[config.mk]
export PLATFORM = sky130hd
export DESIGN_NAME = seq_par_arith_top
export DESIGN_NICKNAME = d
export VERILOG_FILES = /design/src/rtl/seq_par_arith_top.sv
export SDC_FILE = /design/constraint.sdc
export NUM_CORES = 1
export LEC_CHECK = 0
export ABC_AREA = 1
export ABC_CLOCK_PERIOD_IN_PS = 4100
export CAP_MARGIN = 25
export CORE_MARGIN = 2
export CORE_UTILIZATION = 50
export DETAILED_ROUTE_END_ITERATION = 10
export GPL_TIMING_DRIVEN = 0
export PLACE_DENSITY = 0.74
export SYNTH_ARGS = -nofsm -noshare
export SYNTH_HDL_FRONTEND = slang
export SYNTH_SLANG_ARGS = --single-unit
[constraint.sdc]
create_clock -name clock -period 4.1 [get_ports clock]
set_input_delay 0.41 -clock clock [delete_from_list [all_inputs] [get_ports clock]]
set_output_delay 0.41 -clock clock [all_outputs]
set_load 0.1 [all_outputs]
[src/rtl/seq_par_arith_top.sv]
// -----------------------------------------------------------------------------
// seq_par_arith_top
//
// Two-stage registered arithmetic unit. Stage 1 captures the operands and the
// operation code; stage 2 computes one of four results from those captured
// values and registers it into out. One new operation is accepted every cycle,
// and each result appears exactly two rising edges after its inputs.
//
// Operations (control):
//   00  out = 0
//   01  out = A * B          (6x6 unsigned, 12-bit product)
//   10  out = A * C          (A zero-extended to 12 bits, 24-bit product)
//   11  out = A + B + C      (14-bit unsigned sum, cannot overflow)
//
// Ports:
//   clock      in   1   rising-edge clock
//   reset      in   1   synchronous, active-high reset
//   control    in   2   operation select (see table above)
//   A          in   6   unsigned operand
//   B          in   6   unsigned operand
//   C          in  12   unsigned operand
//   out        out 24   registered unsigned result
//   out_valid  out  1   only when SEQ_PAR_VALID_EN is defined: high when out
//                       holds a result of a post-reset capture whose operation
//                       was not 00
//
// Build option: define SEQ_PAR_VALID_EN to add out_valid and its 2-deep valid
// pipeline. Without it the port and logic are absent; the datapath is identical.
// -----------------------------------------------------------------------------
module seq_par_arith_top (
    input  logic        clock,
    input  logic        reset,
    input  logic [1:0]  control,
    input  logic [5:0]  A,
    input  logic [5:0]  B,
    input  logic [11:0] C,
`ifdef SEQ_PAR_VALID_EN
    output logic        out_valid,
`endif
    output logic [23:0] out
);

    typedef enum logic [1:0] {
        OP_ZERO   = 2'b00,
        OP_MUL_AB = 2'b01,
        OP_MUL_AC = 2'b10,
        OP_ADD3   = 2'b11
    } op_e;

    // Stage-1 capture registers
    logic [5:0]  a_q;
    logic [5:0]  b_q;
    logic [11:0] c_q;
    op_e         ctl_q;

    // Stage-2 combinational results, all formed from the same stage-1 sample
    logic [11:0] prod_ab;
    logic [23:0] prod_ac;
    logic [13:0] sum_abc;
    logic [23:0] result;

    // Operands are widened before the operators so every product and sum is
    // evaluated at its full result width rather than truncated to 6 bits.
    assign prod_ab = {6'b0, a_q} * {6'b0, b_q};
    assign prod_ac = {18'b0, a_q} * {12'b0, c_q};
    assign sum_abc = {8'b0, a_q} + {8'b0, b_q} + {2'b0, c_q};

    always_comb begin
        // NOTE: default assignment first so no path leaves result unassigned,
        // which would otherwise infer a latch.
        result = '0;
        case (ctl_q)
            OP_ZERO:   result = '0;
            OP_MUL_AB: result = {12'b0, prod_ab};
            OP_MUL_AC: result = prod_ac;
            OP_ADD3:   result = {10'b0, sum_abc};
            default:   result = '0;
        endcase
    end

    // Both stages live in one clocked process; reset wins over capture and
    // flushes everything in flight.
    always_ff @(posedge clock) begin
        // NOTE: non-blocking assignments so stage 2 reads the stage-1 values
        // from before this edge, never the ones being captured now.
        if (reset) begin
            // NOTE: every register is cleared, so nothing in the pipeline is
            // ever undefined after reset.
            a_q   <= '0;
            b_q   <= '0;
            c_q   <= '0;
            ctl_q <= OP_ZERO;
            out   <= '0;
        end else begin
            a_q   <= A;
            b_q   <= B;
            c_q   <= C;
            ctl_q <= op_e'(control);
            out   <= result;
        end
    end

`ifdef SEQ_PAR_VALID_EN
    // Stage-1 valid marks that the capture registers hold a post-reset sample.
    logic valid_q;

    always_ff @(posedge clock) begin
        if (reset) begin
            valid_q   <= 1'b0;
            out_valid <= 1'b0;
        end else begin
            valid_q   <= 1'b1;
            out_valid <= valid_q && (ctl_q != OP_ZERO);
        end
    end
`endif

endmodule

==> run_results.csv <==
group,metric,value,unit
outcome,status,"finished clean",
global_route,track_usage,0.239,
route,vias,4933,
synth,synthArstFlopShare,0,
synth,ys_ff_latch,44,
clocking,cts-root-buf,"clkbuf_16",
final_layout,diodes,0,
route,first_pass_iters,5,
route,met2WireLength,5840,um
sta,setup_viol,0,
floorplanning,initial_core_util,0.517,
sta,final_max_slew_viol_count,0,
place,dp.cells,1010,
place,place_congestion,0.926,
floorplanning,io_pins,52,
global_route,grt_pass1_wl,22400,um
final_layout,layout_common_cells,"inv_1 (234), nand2_1 (205), fa_1 (65)",
final_layout,area_growth,14.9,%
clocking,htree_levels,2,
final_layout,finalNetCount,1025,
power_and_ir_drop,power_frac_clock,0.324,
sta,clock_skew,4.73,ps
sta,max-slew-margin-rel,0.349,
place,dp_hpwl,10900,um
route,wl_met3,863,um
sta,totalNegativeSetupSlack,0,ps
sta,finalCriticalPeriod,3880,ps
route,top_layer_used,"met4",
route,ant_nets,0,
sta,setup_ws,220,ps
power_and_ir_drop,p_leak,4.06,nW
place,dp_slack,-476,ps
global_route,antenna_found_initial,0,
critical_path,crit_chain,"clkbuf_4 > buf_4 > nand2_1 > inv_1 > fa_1 > fa_1 > inv_1 > fa_1 > inv_1 > ha_1 > a21oi_1 > nand2_1 > nand2_1 > nand2_1 > a21oi_1 > xor2_1 > nor2_1",
floorplanning,die_w,110,um
synth,synth_xor_area_frac,0.00310,
critical_path,slowest_stage,"fa_1",
place,io_buffers,44,
global_route,gr-total-overflow,0,
critical_path,crit_path_max_incr_delay,550,ps
power_and_ir_drop,power_frac_seq,0.331,
route,drc,0,
synth,synth_fa_ha_area_frac,0.358,
synth,synth-edff-count,0,
critical_path,cp_num_buf_inv,5,
synth,synthMuxAreaShare,0,
sta,hold_violations,0,
sta,fin_crit_sh,0.946,
power_and_ir_drop,ir_worst_vdd,0.171,mV
sta,tightest_slew,974,ps
floorplanning,core_area,10900,um2
synth,ys_types,33,
critical_path,crit_top_cell,"nand2_1",
synth,ys_warn_count,0,
synth,synth_top_family_by_area,"adder cells",
synth,yosysSeqAreaShare,0.156,
floorplanning,dieArea,12200,um2
critical_path,critical_path_class,"register to register",
route,wl_per_cell,12.7,um
clocking,holdBufCountCts,0,
synth,synthFlopType,"dfxtp_1",
power_and_ir_drop,switching_power,0.519,mW
final_layout,drive_gt1_frac,0.0594,
power_and_ir_drop,netSwitchingFraction,0.363,
critical_path,critPathTopFamily,"adder cells",
route,drtIter0Drc,345,
final_layout,fillCellCount,1053,
critical_path,cp_max_fo,10,
clocking,cts_sinks,44,
final_layout,final_core_util,0.595,
synth,synth_compound_area_frac,0.0544,
clocking,cts_tree,"done",
sta,rsz0062_at_grt,"false",
synth,syn-instance-count,821,
critical_path,r2r_setup_slack,220,ps
final_layout,fin_cells,1015,
flow_run,cap_violations,0,
clocking,post_cts_buffers,0,
floorplanning,die_h,110,um
clocking,clk_latency,290,ps
min_path,min_path_type,"primary input to register",
route,wl_met1,6020,um
synth,netlist_area,5660,um2
clocking,path_clk_slew,70,ps
power_and_ir_drop,p_comb_frac,0.344,
critical_path,required,4290,ps
route,drt_wl_total,12900,um
critical_path,cp.arrival,4070,ps
final_layout,final_common_cell,"inv_1",
route,viasPerCell,4.86,
sta,hold_ws,600,ps
clocking,cts-buffers-inserted,5,
synth,avgSynthCellArea,6.89,um2
power_and_ir_drop,p_int,0.909,mW
clocking,cts_buffer_depth,2,
global_route,grt_pass1_vias,4826,
global_route,grt_max_degree,15,
critical_path,worstSetupEndpointType,"register",
critical_path,start_kind,"register",
floorplanning,rows,38,
sta,max_freq,258,MHz
power_and_ir_drop,pwr_density_cell,220,nW/um2
synth,synth-simple-area-share,0.247,
==> flip-flops by register name, summed over array words and instances (netlist names) <==
signal  flops
a_q         6
b_q         6
c_q        12
ctl_q       2
out        18
==> synthesized netlist by cell type (4+ instances only) <==
cell type  instances  area [um2]
inv_1            234         878
nand2_1          205         769
fa_1              65        1300
ha_1              58         726
nor2_1            56         210
nand3_1           46         230
dfxtp_1           44         881
a21oi_1           27         135
clkbuf_1          17        63.8
o21ai_0           13        65.1
buf_4              9        67.6
nand4_1            6        37.5
nand3b_1           4        30.0
==> cell type report <==
cell class,instances,area [um2],share of cell area
Sequential cell,44,886,0.136
Buffer,25,164,0.0252
Multi-Input combinational cell,519,3790,0.582
Clock buffer,5,125,0.0192
Tap cell,140,175,0.0269
Inverter,235,882,0.136
Timing Repair Buffer,44,440,0.0677
Clock inverter,3,42.5,0.00654
==> path summary, 6_finish.rpt <==
kind | from | end | cells after the start
worst max-delay path | a_q[4] | out[13] | 17
worst min-delay path | reset | out[5] | 2
worst max register to register | a_q[4] | out[13] | 17
worst min register to register | c_q[0] | out[0] | 2
==> cell families (layout without fill, tap and decap cells) <==
kind of cell / after synthesis / count (layout)
xor gates and xnor gates: 2 / 2
AOI/OAI and AO/OA: 53 / 53
and+or+nand+nor: 335 / 335
other: 1 / 6
adders and majority gates: 123 / 123
DFF: 44 / 44
buffers and inverters: 263 / 312
==> stage by stage <==
stage	cell area (um2)	power (mW)
after floorplan	5680	0.833
after global placement	6290	0.958
after detailed placement	6290	0.965
after CTS	6480	1.43
after global routing	6500	1.53
final	6500	1.43
==> layer usage <==
metal	vias up	global-route usage
met3	16	0.0229
met2	168	0.392
met4	0	0.0554
met5	-	0
li1	2485	-
met1	2264	0.343
==> power groups by stage <==
stage / Combinational, mW / Clock (mW) / Sequential (mW)
after detailed placement: 0.483 / 0 / 0.482
final: 0.492 / 0.463 / 0.473
after global placement: 0.477 / 0 / 0.481
after floorplan: 0.311 / 0 / 0.522
after global routing: 0.554 / 0.497 / 0.476
after CTS: 0.490 / 0.471 / 0.473
==> what timing repair did <==
| item | in CTS | in global routing |
|---|---|---|
| setup endpoints to repair | 12 | 12 |
| pin swaps | 0 | 1 |
| cloned | 0 | 0 |
| gates resized for setup | 16 | 28 |
(Power assumes the default switching activity.)
